### src/rtl/regfile_sb_if.sv
// Issue/writeback/read bundle between the pipeline and the scoreboarded register file.
// Latency: none of its own; it only carries wires.
// Backpressure: none; rdy0/rdy1 are advisory stall hints for issue logic.
interface regfile_sb_if #(
    parameter int WORD_SIZE = 32,
    parameter int NUM_REGS  = 32
);
    localparam int ADDR_W = $clog2(NUM_REGS);
    localparam int CNT_W  = $clog2(NUM_REGS + 1);

    logic                 we0;
    logic                 we1;
    logic [ADDR_W-1:0]    wa0;
    logic [ADDR_W-1:0]    wa1;
    logic [WORD_SIZE-1:0] wd0;
    logic [WORD_SIZE-1:0] wd1;
    logic [ADDR_W-1:0]    ra0;
    logic [ADDR_W-1:0]    ra1;
    logic [WORD_SIZE-1:0] rv0;
    logic [WORD_SIZE-1:0] rv1;
    logic                 rdy0;
    logic                 rdy1;
    logic                 iss_en;
    logic [ADDR_W-1:0]    iss_rd;
    logic [CNT_W-1:0]     busy_cnt;

    modport master (
        output we0, we1, wa0, wa1, wd0, wd1, ra0, ra1, iss_en, iss_rd,
        input  rv0, rv1, rdy0, rdy1, busy_cnt
    );

    modport slave (
        input  we0, we1, wa0, wa1, wd0, wd1, ra0, ra1, iss_en, iss_rd,
        output rv0, rv1, rdy0, rdy1, busy_cnt
    );
endinterface

### src/rtl/regfile_sb.sv
// Dual-write, dual-read register file with pending-write scoreboard; REGFILE_BYPASS_EN adds write-to-read bypass.
// Latency: write-to-read 1 cycle (0 with bypass); issue-to-rdy 1 cycle; reads combinational.
// Backpressure: none; writes are always accepted, rdy only advises the issue stage.
module regfile_sb #(
    parameter int WORD_SIZE = 32,
    parameter int NUM_REGS  = 32
) (
    input  logic        clk,
    input  logic        rst,
    regfile_sb_if.slave bus
);
    localparam int ADDR_W = $clog2(NUM_REGS);
    localparam int CNT_W  = $clog2(NUM_REGS + 1);

    logic [WORD_SIZE-1:0] regs_q [NUM_REGS];
    logic [NUM_REGS-1:0]  busy_q;
    logic [NUM_REGS-1:0]  busy_d;
    logic [CNT_W-1:0]     busy_cnt_q;
    logic [CNT_W-1:0]     busy_cnt_d;

    logic                 wr_en  [2];
    logic [ADDR_W-1:0]    wr_adr [2];
    logic [WORD_SIZE-1:0] wr_dat [2];
    logic [ADDR_W-1:0]    rd_adr [2];
    logic [WORD_SIZE-1:0] rd_dat [2];
    logic                 rd_rdy [2];
    logic                 iss_vld;

    assign wr_en[0]  = bus.we0 && (bus.wa0 != '0);
    assign wr_en[1]  = bus.we1 && (bus.wa1 != '0);
    assign wr_adr[0] = bus.wa0;
    assign wr_adr[1] = bus.wa1;
    assign wr_dat[0] = bus.wd0;
    assign wr_dat[1] = bus.wd1;
    assign rd_adr[0] = bus.ra0;
    assign rd_adr[1] = bus.ra1;
    assign iss_vld   = bus.iss_en && (bus.iss_rd != '0);

    // Clears from writeback first, then issue sets: a new producer outranks the retiring one.
    always_comb begin
        busy_d = busy_q;
        for (int p = 0; p < 2; p++) begin
            if (wr_en[p]) begin
                busy_d[wr_adr[p]] = 1'b0;
            end
        end
        if (iss_vld) begin
            busy_d[bus.iss_rd] = 1'b1;
        end
        busy_d[0] = 1'b0;
    end

    always_comb begin
        busy_cnt_d = '0;
        for (int i = 0; i < NUM_REGS; i++) begin
            busy_cnt_d = busy_cnt_d + CNT_W'(busy_d[i]);
        end
    end

    always_ff @(posedge clk or negedge rst) begin
        if (!rst) begin
            busy_q     <= '0;
            busy_cnt_q <= '0;
        end else begin
            busy_q     <= busy_d;
            busy_cnt_q <= busy_cnt_d;
        end
    end

    // Port 1 is applied last so it wins a same-address collision; register 0 is never written.
    always_ff @(posedge clk or negedge rst) begin
        if (!rst) begin
            for (int i = 0; i < NUM_REGS; i++) begin
                regs_q[i] <= '0;
            end
        end else begin
            for (int p = 0; p < 2; p++) begin
                if (wr_en[p]) begin
                    regs_q[wr_adr[p]] <= wr_dat[p];
                end
            end
        end
    end

    always_comb begin
        for (int p = 0; p < 2; p++) begin
            rd_dat[p] = regs_q[rd_adr[p]];
            rd_rdy[p] = ~busy_q[rd_adr[p]];
`ifdef REGFILE_BYPASS_EN
            begin
                logic hit;
                hit = 1'b0;
                for (int w = 0; w < 2; w++) begin
                    if (wr_en[w] && (wr_adr[w] == rd_adr[p])) begin
                        rd_dat[p] = wr_dat[w];
                        hit       = 1'b1;
                    end
                end
                if (hit && !(iss_vld && (bus.iss_rd == rd_adr[p]))) begin
                    rd_rdy[p] = 1'b1;
                end
            end
`endif
        end
    end

    assign bus.rv0      = rd_dat[0];
    assign bus.rv1      = rd_dat[1];
    assign bus.rdy0     = rd_rdy[0];
    assign bus.rdy1     = rd_rdy[1];
    assign bus.busy_cnt = busy_cnt_q;
endmodule

### src/flat_wrapper.sv
// flat-port wrapper written by rule: the top's interface ports become plain ports
module regfile_sb_flat 
#(
    parameter int WORD_SIZE = 32,
    parameter int NUM_REGS  = 32
)
  (clk, rst, bus_we0, bus_we1, bus_wa0, bus_wa1, bus_wd0, bus_wd1, bus_ra0, bus_ra1, bus_iss_en, bus_iss_rd, bus_rv0, bus_rv1, bus_rdy0, bus_rdy1, bus_busy_cnt);
  regfile_sb_if #(.WORD_SIZE(WORD_SIZE), .NUM_REGS(NUM_REGS)) bus_i ();
  input  logic clk;
  input  logic rst;
  input wire logic [$bits(bus_i.we0)-1:0] bus_we0;
  input wire logic [$bits(bus_i.we1)-1:0] bus_we1;
  input wire logic [$bits(bus_i.wa0)-1:0] bus_wa0;
  input wire logic [$bits(bus_i.wa1)-1:0] bus_wa1;
  input wire logic [$bits(bus_i.wd0)-1:0] bus_wd0;
  input wire logic [$bits(bus_i.wd1)-1:0] bus_wd1;
  input wire logic [$bits(bus_i.ra0)-1:0] bus_ra0;
  input wire logic [$bits(bus_i.ra1)-1:0] bus_ra1;
  input wire logic [$bits(bus_i.iss_en)-1:0] bus_iss_en;
  input wire logic [$bits(bus_i.iss_rd)-1:0] bus_iss_rd;
  output wire logic [$bits(bus_i.rv0)-1:0] bus_rv0;
  output wire logic [$bits(bus_i.rv1)-1:0] bus_rv1;
  output wire logic [$bits(bus_i.rdy0)-1:0] bus_rdy0;
  output wire logic [$bits(bus_i.rdy1)-1:0] bus_rdy1;
  output wire logic [$bits(bus_i.busy_cnt)-1:0] bus_busy_cnt;
  assign bus_i.we0 = bus_we0;
  assign bus_i.we1 = bus_we1;
  assign bus_i.wa0 = bus_wa0;
  assign bus_i.wa1 = bus_wa1;
  assign bus_i.wd0 = bus_wd0;
  assign bus_i.wd1 = bus_wd1;
  assign bus_i.ra0 = bus_ra0;
  assign bus_i.ra1 = bus_ra1;
  assign bus_i.iss_en = bus_iss_en;
  assign bus_i.iss_rd = bus_iss_rd;
  assign bus_rv0 = bus_i.rv0;
  assign bus_rv1 = bus_i.rv1;
  assign bus_rdy0 = bus_i.rdy0;
  assign bus_rdy1 = bus_i.rdy1;
  assign bus_busy_cnt = bus_i.busy_cnt;
  regfile_sb #(.WORD_SIZE(WORD_SIZE), .NUM_REGS(NUM_REGS)) u_core (.clk(clk), .rst(rst), .bus(bus_i));
endmodule
### config.mk
export PLATFORM = sky130hd
export DESIGN_NAME = regfile_sb_flat
export DESIGN_NICKNAME = d
export VERILOG_FILES = /design/src/rtl/regfile_sb_if.sv /design/src/rtl/regfile_sb.sv /design/src/flat_wrapper.sv
export SDC_FILE = /design/constraint.sdc
export NUM_CORES = 2
export LEC_CHECK = 0
export BUFFER_PORTS_ARGS = -buffer_cell sky130_fd_sc_hd__buf_2
export CAP_MARGIN = 20
export CORE_ASPECT_RATIO = 1.4
export CORE_MARGIN = 3
export CORE_UTILIZATION = 42
export CTS_CLUSTER_DIAMETER = 100
export DETAILED_ROUTE_END_ITERATION = 12
export REMOVE_ABC_BUFFERS = 1
export SLEW_MARGIN = 20
export SYNTH_ARGS = -nofsm -noshare
export SYNTH_HDL_FRONTEND = slang
export SYNTH_SLANG_ARGS = --single-unit
### constraint.sdc
create_clock -name clk -period 11.15 [get_ports clk]
set_clock_uncertainty 0.05 [all_clocks]
set_input_delay 1.6725 -clock clk [delete_from_list [all_inputs] [get_ports clk]]
set_output_delay 1.6725 -clock clk [all_outputs]
set_load 0.01 [all_outputs]
==> results.toml <==
[status]
status = "finished clean"

[global_routing]
grt_usage = 0.297
grt_pass1_wl_mm = 347
grt_util_met3 = 0.0633
antenna_found_initial = 14
top_usage_layer = "met2"
grtUsageMet2 = 0.464
use_met1 = 0.392
gr-total-overflow = 0
grt_pass1_vias = 48800
grt_max_degree = 162

[logic_synthesis]
ys_seq_area_frac = 0.411
yosysWarningCount = 0
synth_adder_area_share = 0.00887
synth_mux_area_frac = 0.331
synth_edf_count = 0
synth_top_family_by_area = "multiplexers"
synthCells = 5974
synth_xor_area_frac = 0.000407
synth_ff_type = "dfrtp_1"
synth-compound-area-share = 0.111
async_flop_share = 1.00
yosys.area_share.simple = 0.0857
yosysUniqueCellTypes = 61
yosys_register_bits = 1061
avgSynthCellArea_um2 = 10.8
synthesis.area_um2 = 64600

[clocking]
insertion_delay_ns = 0.75
cts.clk_slew.worst_paths_ns = 0.06
cts_htree_levels = 3
cts_made_buffers = 109
post-cts-setup-buffer-count = 0
cts_sinks = 1061
cts.path.max_buffers = 3
holdBufCountCts = 0
root_buffer = "clkbuf_16"
cts_tree = "yes"
cts_resized = 0

[floorplan]
rows = 169
pin_count = 166
die_width_um = 337
core_area_um2 = 152000
die_area_um2 = 159000
floorplan.die.height_um = 470
initial_core_util = 0.424

[drt]
drtIter0Drc = 5868
drt-pass1-iter-count = 6
via_count = 50000
drc = 0
wl_mm = 237
wl_per_cell_um = 30.9
ant_nets = 0
via_per_inst = 6.51

[worst_setup_path]
cp.arrival_ns = 8.37
start_kind = "input port"
slowest_stage = "nand3_4"
cp.required_ns = 11.77
cp-end-kind = "flip-flop"
crit_chain = "buf_2, nor3b_2, nand3_4, a32oi_1, fa_1, inv_1, fa_1, fa_1, fa_1, inv_1, fa_1, fa_1, inv_1, ha_1, fa_1, a21o_1, a21oi_1, xnor2_1"
worstSetupPathType = "in -> reg"
worstPathMaxFanout = 33
cpMostUsedCell = "fa_1"
cp_slowest_stage_delay_ns = 0.77

[sta]
fin_crit_ns = 7.75
setup_viol = 0
fin_crit_sh = 0.695
hold_viol = 0
max_freq_mhz = 129
max_slew_margin = 0.169
rsz0062_at_grt = "no"
fin_hold_ws_ns = 0.341
finalSetupTns_ns = 0
tightest_slew_ns = 1.24
slew_violations = 0

[cells_and_area]
final_common_cell = "dfrtp_1"
areaGrowthSynthToFinish_pct = 7.95
final_cell_mix = "dfrtp_1 (1,061), mux2i_1 (950), nand2_1 (571)"
num-fill-cells = 13900
fin_util = 0.458
fin_nets = 5733
fin_area_um2 = 69700
drive_gt1_frac = 0.184

[run]
drv_cap = 0

[placement]
dp_hpwl_mm = 127
placed_area_um2 = 65900
io_buffer_count = 165
place_congestion = 0.902

[worst_hold_path]
hp-class = "reg -> reg"

[power_and_ir_drop]
leakagePower_nw = 30.5
powerDensity_nw_per_um2 = 194
peakVddDrop_mv = 0.341
-- layer usage --
metal,up-vias,share of wire,wire [um]
li1,21200,-,-
met1,25400,0.39,92700
met2,2778,0.47,111000
met3,641,0.091,21700
met4,12,0.052,12200
met5,-,0.00034,80
-- cell families (layout without fill, tap and decap cells) --
group | Yosys count | in the layout
flip-flops | 1061 | 1061
multiplexers | 1478 | 1478
XOR/XNOR | 3 | 3
other | 0 | 11
AND/OR/NAND/NOR | 1313 | 1313
buffers and inverters | 770 | 495
adder cells (fa/ha/maj) | 32 | 32
AO/OA/AOI/OAI | 1317 | 1317
-- flip-flops by register name, summed over array words and instances, names as in the netlist --
register / flops
u_core.busy_q: 31
u_core.bus.busy_cnt: 6
u_core.regs_q: 1024
-- worst paths after layout --
path / endpoint / slack (ns) / from / cells after the start
max: u_core.bus.busy_cnt[4]$_DFF_PN0_ / 3.40 / bus_wa0[0] / 18
max reg2reg: u_core.bus.busy_cnt[4]$_DFF_PN0_ / 5.93 / u_core.busy_q[1]$_DFF_PN0_ / 15
max in group asynchronous: u_core.regs_q[772]$_DFF_PN0_ / 7.81 / rst / 3
min in group asynchronous: u_core.regs_q[895]$_DFF_PN0_ / 0.91 / rst / 1
min: u_core.regs_q[1022]$_DFF_PN0_ / 0.34 / u_core.regs_q[1022]$_DFF_PN0_ / 0
min reg2reg: u_core.regs_q[1022]$_DFF_PN0_ / 0.34 / u_core.regs_q[1022]$_DFF_PN0_ / 0
-- cell usage after synthesis, types with 5 or more instances --
master / number / area [um^2]
dfrtp_1: 1061 / 26600
mux2i_1: 950 / 9510
nand2_1: 599 / 2250
nor2_1: 539 / 2020
mux4_2: 526 / 11800
a21oi_1: 491 / 2460
clkbuf_1: 430 / 1610
o21ai_0: 418 / 2090
o22ai_1: 256 / 1600
buf_2: 189 / 946
nor4_1: 67 / 419
buf_4: 63 / 473
o21ai_1: 63 / 315
buf_1: 45 / 169
inv_1: 40 / 150
a31oi_1: 34 / 213
fa_1: 23 / 460
nor2_2: 16 / 100
a32o_1: 11 / 110
nand2b_1: 11 / 68.8
nor2b_1: 11 / 68.8
nand3_1: 10 / 50.1
ha_1: 9 / 113
a221oi_1: 8 / 70.1
a32oi_1: 7 / 61.3
o21a_1: 7 / 52.6
a22oi_1: 6 / 45.0
nand3b_1: 6 / 45.0
nor2_4: 6 / 67.6
and3_1: 5 / 31.3
and3b_1: 5 / 43.8
-- report_power, final --
part,internal (mW),switching (mW),leakage (nW)
sequential,4.87,0.762,13.0
clock,2.28,1.67,1.87
combinational,2.06,1.87,15.7
total,9.21,4.30,30.5
-- critical path, delay by kind of cell --
family                     cells  cell delay (ns)
AOI/OAI and AO/OA              3             1.01
buffers and inverters          4             0.62
xor gates and xnor gates       1             0.14
and+or+nand+nor                2             1.31
adders and majority gates      8             3.49
-- final cells by class --
class / count / area [um^2] / area share
well taps: 1966 / 2460 / 0.0353
flip-flops and latches: 1061 / 26600 / 0.381
clock buffers: 168 / 3320 / 0.0476
inverters: 40 / 150 / 0.00215
clock inverters: 35 / 457 / 0.00655
diodes: 11 / 27.5 / 0.000395
multi-input cells: 4143 / 35100 / 0.504
repair buffers: 252 / 1620 / 0.0232
-- metrics by stage --
step	instances	setup slack (ns)	power (mW)
after floorplan	5244	2.42	8.31
after global routing	7667	3.13	14.3
after detailed placement	7462	2.74	9.59
final	7676	3.40	13.5
after global placement	7462	2.73	9.47
after CTS	7665	3.51	13.5
(Power assumes the default switching activity.)
